--- config.mk ---
export PLATFORM = sky130hd
export DESIGN_NAME = uart_rx_ctrl_flat
export DESIGN_NICKNAME = d
export VERILOG_FILES = /design/src/rtl/uart_rx_ctrl_if.sv /design/src/rtl/uart_rx_ctrl.sv /design/src/flat_wrapper.sv
export SDC_FILE = /design/constraint.sdc
export NUM_CORES = 1
export LEC_CHECK = 0
export BUFFER_PORTS_ARGS = -buffer_cell sky130_fd_sc_hd__buf_4
export CAP_MARGIN = 40
export CORE_MARGIN = 1
export CORE_UTILIZATION = 56
export CTS_CLUSTER_DIAMETER = 100
export DETAILED_ROUTE_END_ITERATION = 8
export PLACE_DENSITY = 0.75
export REMOVE_ABC_BUFFERS = 1
export SYNTH_ARGS = -nofsm -noshare
export SYNTH_HDL_FRONTEND = slang
export SYNTH_SLANG_ARGS = --single-unit
export TNS_END_PERCENT = 20
--- constraint.sdc ---
create_clock -name clk -period 2.2 [get_ports clk]
set_input_delay 0.11 -clock clk [delete_from_list [all_inputs] [get_ports clk]]
set_output_delay 0.11 -clock clk [all_outputs]
set_load 0.03 [all_outputs]
--- src/rtl/uart_rx_ctrl_if.sv ---
// Receive-side result bus of uart_rx_ctrl: assembled byte, strobes and busy flag.
// master = the receiver driving results, slave = the consumer.
interface uart_rx_ctrl_if #(
    parameter int DATA_BITS = 8
);
    logic [DATA_BITS-1:0] rx_data;
    logic                 rx_valid;
    logic                 rx_int;
    logic                 frame_err;
    logic                 parity_err;

    modport master (
        output rx_data,
        output rx_valid,
        output rx_int,
        output frame_err,
        output parity_err
    );

    modport slave (
        input rx_data,
        input rx_valid,
        input rx_int,
        input frame_err,
        input parity_err
    );
endinterface

--- src/rtl/uart_rx_ctrl.sv ---
// UART receive controller, 8N1 (8E1 when UART_RX_PARITY_EN is defined), driven by
// mid-bit clk_bps pulses from an external baud generator armed through bps_start.
//
// state  | meaning
// IDLE   | waiting for a start-bit falling edge; clk_bps ignored
// START  | baud generator armed; mid-start sample decides real start vs glitch
// DATA   | shifting DATA_BITS samples in, LSB first
// PARITY | latching the even-parity sample (UART_RX_PARITY_EN only)
// STOP   | stop-bit sample; result strobed on the following cycle
module uart_rx_ctrl #(
    parameter int DATA_BITS = 8
) (
    input  logic           clk,
    input  logic           rst_n,
    input  logic           rs232_rx,
    input  logic           clk_bps,
    output logic           bps_start,
    uart_rx_ctrl_if.master rx_bus
);

    typedef enum logic [2:0] {
        S_IDLE,
        S_START,
        S_DATA,
`ifdef UART_RX_PARITY_EN
        S_PARITY,
`endif
        S_STOP
    } state_t;

    localparam logic [2:0] LAST_BIT = 3'(DATA_BITS - 1);

    state_t               state;
    state_t               state_nxt;
    logic                 sync1;
    logic                 sync2;
    logic                 sync3;
    logic                 fall;
    logic [DATA_BITS-1:0] shreg;
    logic [DATA_BITS-1:0] rx_data_q;
    logic [2:0]           bit_cnt;
    logic                 rx_valid_q;
    logic                 frame_err_q;
    logic                 shift_en;
    logic                 cnt_clr;
    logic                 load;
    logic                 ferr_set;
`ifdef UART_RX_PARITY_EN
    logic                 par_bit;
    logic                 par_latch;
    logic                 par_ok;
    logic                 perr_set;
    logic                 parity_err_q;
`endif

    // Synchronizer flops reset to the idle line level so reset release never looks like a start edge.
    always_ff @(posedge clk or negedge rst_n) begin
        if (!rst_n) begin
            sync1 <= 1'b1;
            sync2 <= 1'b1;
            sync3 <= 1'b1;
        end else begin
            sync1 <= rs232_rx;
            sync2 <= sync1;
            sync3 <= sync2;
        end
    end

    assign fall = sync3 & ~sync2;

`ifdef UART_RX_PARITY_EN
    assign par_ok = ~(^shreg ^ par_bit);
`endif

    always_ff @(posedge clk or negedge rst_n) begin
        if (!rst_n) begin
            state <= S_IDLE;
        end else begin
            state <= state_nxt;
        end
    end

    always_comb begin
        state_nxt = state;
        shift_en  = 1'b0;
        cnt_clr   = 1'b0;
        load      = 1'b0;
        ferr_set  = 1'b0;
`ifdef UART_RX_PARITY_EN
        par_latch = 1'b0;
        perr_set  = 1'b0;
`endif
        case (state)
            S_IDLE: begin
                if (fall) begin
                    state_nxt = S_START;
                end
            end
            S_START: begin
                if (clk_bps) begin
                    if (!sync2) begin
                        state_nxt = S_DATA;
                        cnt_clr   = 1'b1;
                    end else begin
                        state_nxt = S_IDLE;
                    end
                end
            end
            S_DATA: begin
                if (clk_bps) begin
                    shift_en = 1'b1;
                    if (bit_cnt == LAST_BIT) begin
`ifdef UART_RX_PARITY_EN
                        state_nxt = S_PARITY;
`else
                        state_nxt = S_STOP;
`endif
                    end
                end
            end
`ifdef UART_RX_PARITY_EN
            S_PARITY: begin
                if (clk_bps) begin
                    par_latch = 1'b1;
                    state_nxt = S_STOP;
                end
            end
`endif
            S_STOP: begin
                if (clk_bps) begin
                    state_nxt = S_IDLE;
                    if (!sync2) begin
                        ferr_set = 1'b1;
`ifdef UART_RX_PARITY_EN
                    end else if (!par_ok) begin
                        perr_set = 1'b1;
`endif
                    end else begin
                        load = 1'b1;
                    end
                end
            end
            default: state_nxt = S_IDLE;
        endcase
    end

    // New bits enter at the MSB so the first-received bit lands in bit 0.
    always_ff @(posedge clk or negedge rst_n) begin
        if (!rst_n) begin
            shreg       <= '0;
            bit_cnt     <= '0;
            rx_data_q   <= '0;
            rx_valid_q  <= 1'b0;
            frame_err_q <= 1'b0;
        end else begin
            rx_valid_q  <= load;
            frame_err_q <= ferr_set;
            if (cnt_clr) begin
                bit_cnt <= '0;
            end else if (shift_en) begin
                bit_cnt <= bit_cnt + 3'd1;
                shreg   <= {sync2, shreg[DATA_BITS-1:1]};
            end
            if (load) begin
                rx_data_q <= shreg;
            end
        end
    end

`ifdef UART_RX_PARITY_EN
    always_ff @(posedge clk or negedge rst_n) begin
        if (!rst_n) begin
            par_bit      <= 1'b0;
            parity_err_q <= 1'b0;
        end else begin
            parity_err_q <= perr_set;
            if (par_latch) begin
                par_bit <= sync2;
            end
        end
    end

    assign rx_bus.parity_err = parity_err_q;
`else
    assign rx_bus.parity_err = 1'b0;
`endif

    assign bps_start        = (state != S_IDLE);
    assign rx_bus.rx_int    = (state != S_IDLE);
    assign rx_bus.rx_data   = rx_data_q;
    assign rx_bus.rx_valid  = rx_valid_q;
    assign rx_bus.frame_err = frame_err_q;

endmodule

--- src/flat_wrapper.sv ---
// flat-port wrapper written by rule: the top's interface ports become plain ports
module uart_rx_ctrl_flat 
#(
    parameter int DATA_BITS = 8
)
  (clk, rst_n, rs232_rx, clk_bps, bps_start, rx_bus_rx_data, rx_bus_rx_valid, rx_bus_rx_int, rx_bus_frame_err, rx_bus_parity_err);
  uart_rx_ctrl_if #(.DATA_BITS(DATA_BITS)) rx_bus_i ();
  input  logic clk;
  input  logic rst_n;
  input  logic rs232_rx;
  input  logic clk_bps;
  output logic bps_start;
  output wire logic [$bits(rx_bus_i.rx_data)-1:0] rx_bus_rx_data;
  output wire logic [$bits(rx_bus_i.rx_valid)-1:0] rx_bus_rx_valid;
  output wire logic [$bits(rx_bus_i.rx_int)-1:0] rx_bus_rx_int;
  output wire logic [$bits(rx_bus_i.frame_err)-1:0] rx_bus_frame_err;
  output wire logic [$bits(rx_bus_i.parity_err)-1:0] rx_bus_parity_err;
  assign rx_bus_rx_data = rx_bus_i.rx_data;
  assign rx_bus_rx_valid = rx_bus_i.rx_valid;
  assign rx_bus_rx_int = rx_bus_i.rx_int;
  assign rx_bus_frame_err = rx_bus_i.frame_err;
  assign rx_bus_parity_err = rx_bus_i.parity_err;
  uart_rx_ctrl #(.DATA_BITS(DATA_BITS)) u_core (.clk(clk), .rst_n(rst_n), .rs232_rx(rs232_rx), .clk_bps(clk_bps), .bps_start(bps_start), .rx_bus(rx_bus_i));
endmodule
Word-level counts from Yosys, hierarchy flattened. Index checks and enable logic that the tools add are counted.

Register bits after elaboration: 27. Output and inout port bits: 13. Input port bits: 4.

$add $sub $neg: 1. Reduce and logical (&&, ||, !) cells: 5. Mux-type cells: 18. Eq/ne operators: 9. Bitwise gates (word level): 3.

Operator list (count): 2-to-1 mux 3 bit (7); case mux 3 bit (4 select lines) (1); 2-to-1 mux 1 bit (9); == test 3 x 2 -> 1 bit (second input constant) (2); inequality test 2 bit (second input constant) (3); AND reduction 5 bit (1); inequality test 2 x 1 -> 1 bit (second input constant) (2); adder 3 x 1 -> 3 bit (second input constant) (1); == test 3 x 1 -> 1 bit (second input constant) (1); == test 3 bit (second input constant) (1); zero test 3 bit (1); nonzero test 3 bit (1); 2-to-1 mux 2 bit (1); inverter 1 bit (2); AND reduction 2 bit (1); nonzero test 2 bit (1); AND 1 bit (1).

Depth between registers and ports, before layout.
Depth after elaboration: 5. Gate-level depth with buffers: 4.

Least setup slack after synthesis. OpenSTA, ideal clock, no wires.

Path type: register to register. Start: register u_core.bit_cnt[0]. End: register u_core.bit_cnt[2]. Data arrival time: 1.186 ns. Path slack: 0.885 ns. Cell stages (with the launch flop): 5. Buffers on the path: 0. Setup time: 0.129 ns. Required time: 2.071 ns. Cells stage by stage: dfrtp_1 > ha_1 > ha_1 > nor4bb_1 > nor4_2.

Cells in the longest elaborated chain, start to end: 3.

Ends and longest elaborated chain: start: declaration (line uart_rx_ctrl.sv:41) `logic [2:0] bit_cnt;`; start signal: assignment (line uart_rx_ctrl.sv:161) `bit_cnt <= bit_cnt + 3'd1;`; adder 3 x 1 -> 3 bit (line uart_rx_ctrl.sv:161); 2-to-1 mux 3 bit (line uart_rx_ctrl.sv:160) `end else if (shift_en) begin`; 2-to-1 mux 3 bit (line uart_rx_ctrl.sv:158) `if (cnt_clr) begin`.

No other way between the ends. The select of a mux whose other input is x is not followed. A chain may end at the register's enable or synchronous reset.

Worst setup path after layout.
Start: register u_core.state[1]. End: output bps_start.

Cells in the longest elaborated chain, start to end: 1.

Ends and longest elaborated chain: start: declaration (line uart_rx_ctrl.sv:33) `state_t state;`; start signal: assignment (line uart_rx_ctrl.sv:79) `state <= state_nxt;`; nonzero test 3 bit (line uart_rx_ctrl.sv:188) `assign bps_start = (state != S_IDLE);`; end: declaration (line flat_wrapper.sv:12) `output logic bps_start;`.

No other way between the ends.

==> impl_metrics.env <==
export IMPL_die_w_um=46.1
export IMPL_root_buffer="clkbuf_4"
export IMPL_dieHeight_um=46.1
export IMPL_synth_most_common_cell="dfrtp_1"
export IMPL_rsz0062_at_grt="no"
export IMPL_drive_gt1_frac=0.506
export IMPL_fin_skew_ps=5.57
export IMPL_finalPower_mw=1.57
export IMPL_grt_pass1_wl_mm=2.56
export IMPL_grt_ovfl_total=0
export IMPL_grt_pass1_vias=530
export IMPL_synth_edf_count=0
export IMPL_p_leak_nw=0.634
export IMPL_yosys_top_cells_area="dfrtp_1, mux2_2, dfstp_2"
export IMPL_cts_tree="yes"
export IMPL_max_freq_ghz=0.677
export IMPL_cts_resized=0
export IMPL_syn_area_mm2=0.00109
export IMPL_crit_path_end_kind="output port"
export IMPL_clock_latency_ps=310
export IMPL_hold_path_class="input pin to register"
export IMPL_period_share=0.672
export IMPL_synth_area_per_cell_um2=14.9
export IMPL_antenna_found_initial=0
export IMPL_ant_nets=0
export IMPL_status="finished clean"
export IMPL_critPathLaunchType="register"
export IMPL_power_frac_seq=0.485
export IMPL_grtUsageTotal=0.183
export IMPL_drc_errors=0
export IMPL_use_met1=0.260
export IMPL_cts_buffers=3
export IMPL_crit_buf_inv=1
export IMPL_portBuffers=15
export IMPL_ios=17
export IMPL_die_area_mm2=0.00212
export IMPL_netlist_area_leader_share=0.529
export IMPL_postCtsSetupRepairBufs=0
export IMPL_hold_viol=0
export IMPL_final_max_slew_viol_count=0
export IMPL_crit_chain="or2_2 -> buf_4"
export IMPL_p_sw_mw=0.559
export IMPL_grt_util_met3=0.0588
export IMPL_grt_use_met2=0.254
export IMPL_setup_viol=0
export IMPL_clockPowerShare=0.149
export IMPL_ys_ff_latch=26
export IMPL_p_comb_frac=0.366
export IMPL_critPathKind="register to output port"
export IMPL_required_ps=2090
export IMPL_gr_max_usage_layer="met1"
export IMPL_async_flop_share=1.00
export IMPL_core_mm2=0.00176
export IMPL_min_period_ps=1480
export IMPL_switching_share=0.356
export IMPL_nets=96
export IMPL_cts_sinks=26
export IMPL_synth_area_leader_cell="dfrtp_1"
export IMPL_synth_ff_type="dfrtp_1"
export IMPL_synth_cells=73
export IMPL_critPathArrivalTime_ps=1370
export IMPL_crit_slowest_cell="dfrtp_1"
export IMPL_wl_mm=1.57
export IMPL_intPower_mw=1.01
export IMPL_n_antenna_cell=0
export IMPL_seqCellArea_um2=654
export IMPL_clock_path_buffers=2
export IMPL_fillers=143
export IMPL_initial_core_util=0.616
export IMPL_drtIter0Drc=5
export IMPL_dp_hpwl_mm=1.07
export IMPL_vdd_drop_max_mv=0.782
export IMPL_rows=15
export IMPL_place_congestion=0.745
export IMPL_grt_max_degree=27
export IMPL_synthToLayoutAreaGrowth_pct=15.5
export IMPL_cp_top_family="flip-flops"
export IMPL_synthTopCellsByCount="dfrtp_1, mux2_2"
export IMPL_multiInputGateArea_um2=398
export IMPL_drt_vias_per_instance=5.29
export IMPL_synth_cell_types=23
export IMPL_p_per_area_mw_per_mm2=1250
export IMPL_setup_tns_ps=0
export IMPL_clk_pin_slew_worst_paths_ps=130
export IMPL_yosysWarnings=0
export IMPL_worstPathMaxFanout=14
export IMPL_ys_seq_area_frac=0.602
export IMPL_slowest_delay_ps=540
export IMPL_drv_cap=0
export IMPL_dr_pass1_iters=4
export IMPL_wl_per_cell_um=13.8
export IMPL_htreeDepth=1
export IMPL_vias=603
placed cells by master (no fill, tap or decap), drive strengths merged:
cell type     n
mux2         16
dfrtp        23
nor3b         2
nand2         1
a21o          1
inv           1
ha            2
clkbuf        4
nor4bb        2
buf          15
conb          1
o31a          1
nand3b        1
a21oi         3
and4b         1
or2           1
and3          1
nand4         1
dlygate4sd3   2
dfstp         3
nor2b         3
and4bb        1
nor4          3
power groups by stage:
stage	clock, mW	combinational (mW)	sequential, mW
2_1_floorplan	0	0.327	0.826
3_3_place_gp	0	0.561	0.763
3_5_place_dp	0	0.577	0.773
4_1_cts	0.244	0.582	0.761
5_1_grt	0.267	0.617	0.783
6_report	0.234	0.574	0.760
per-stage QoR:
| step | util | cells | setup slack (ps) | cell area, um^2 | hold WS, ps |
|---|---|---|---|---|---|
| 2_1_floorplan | - | 68 | 885 | 1060 | -186 |
| 3_3_place_gp | 0.680 | 108 | 835 | 1200 | 27.7 |
| 3_5_place_dp | 0.680 | 108 | 781 | 1200 | 36.0 |
| 4_1_cts | 0.712 | 114 | 710 | 1260 | 152 |
| 5_1_grt | 0.712 | 114 | 639 | 1260 | 137 |
| 6_report | 0.712 | 114 | 722 | 1260 | 168 |
metal layers:
metal / wire, um / part of all wire
met3: 54 / 0.034
met5: 0 / 0
met1: 729 / 0.46
met2: 774 / 0.49
met4: 13 / 0.0083
worst register-to-register path: stages, from the launching register on:
cell and delay [ps]:
dfrtp_1 590, nand4_2 350, mux2_2 380
area by class of cell:
class,instances,area share
multi-input combinational,41,0.317
clock buffer,4,0.0289
sequential,26,0.521
inverter,1,0.00299
timing repair buffer,17,0.106
tap,25,0.0249
registers in the layout, indices dropped and copies added, names as in the netlist:
name                     flops
u_core.sync3                 1
u_core.rx_bus.rx_valid       1
u_core.shreg                 8
u_core.sync1                 1
u_core.bit_cnt               3
u_core.rx_bus.frame_err      1
u_core.rx_bus.rx_data        8
u_core.sync2                 1
u_core.state                 2
timing repair:
item                                    in CTS  in global routing
hold buffers                                 2                  0
endpoints found under the setup margin       0                  0
endpoints found under the hold margin       27                  0
worst paths after layout:
| path | startpoint | end | slack [ps] | depth (start not counted) |
|---|---|---|---|---|
| max in group asynchronous | rst_n | u_core.sync1 | 1670 | 2 |
| hold / removal | clk_bps | u_core.rx_bus.frame_err | 170 | 3 |
| setup reg to reg | u_core.state[1] | u_core.rx_bus.rx_data[6] | 780 | 2 |
| min in group asynchronous | rst_n | u_core.rx_bus.rx_data[0] | 230 | 2 |
| hold reg to reg | u_core.sync1 | u_core.sync2 | 370 | 0 |
| setup / recovery | u_core.state[1] | bps_start | 720 | 2 |
cells by family (layout without fill, tap and decap cells):
kind of cell,count (synthesis),count (layout),share of synthesized area
fa+ha+maj,2,2,0.0230
flops,26,26,0.602
compound gates,5,5,0.0288
other cells,1,1,0.00345
simple gates,17,17,0.145
mux,16,16,0.166
buf+inv,6,22,0.0322
No activity file was read; power rests on OpenSTA's default activity.
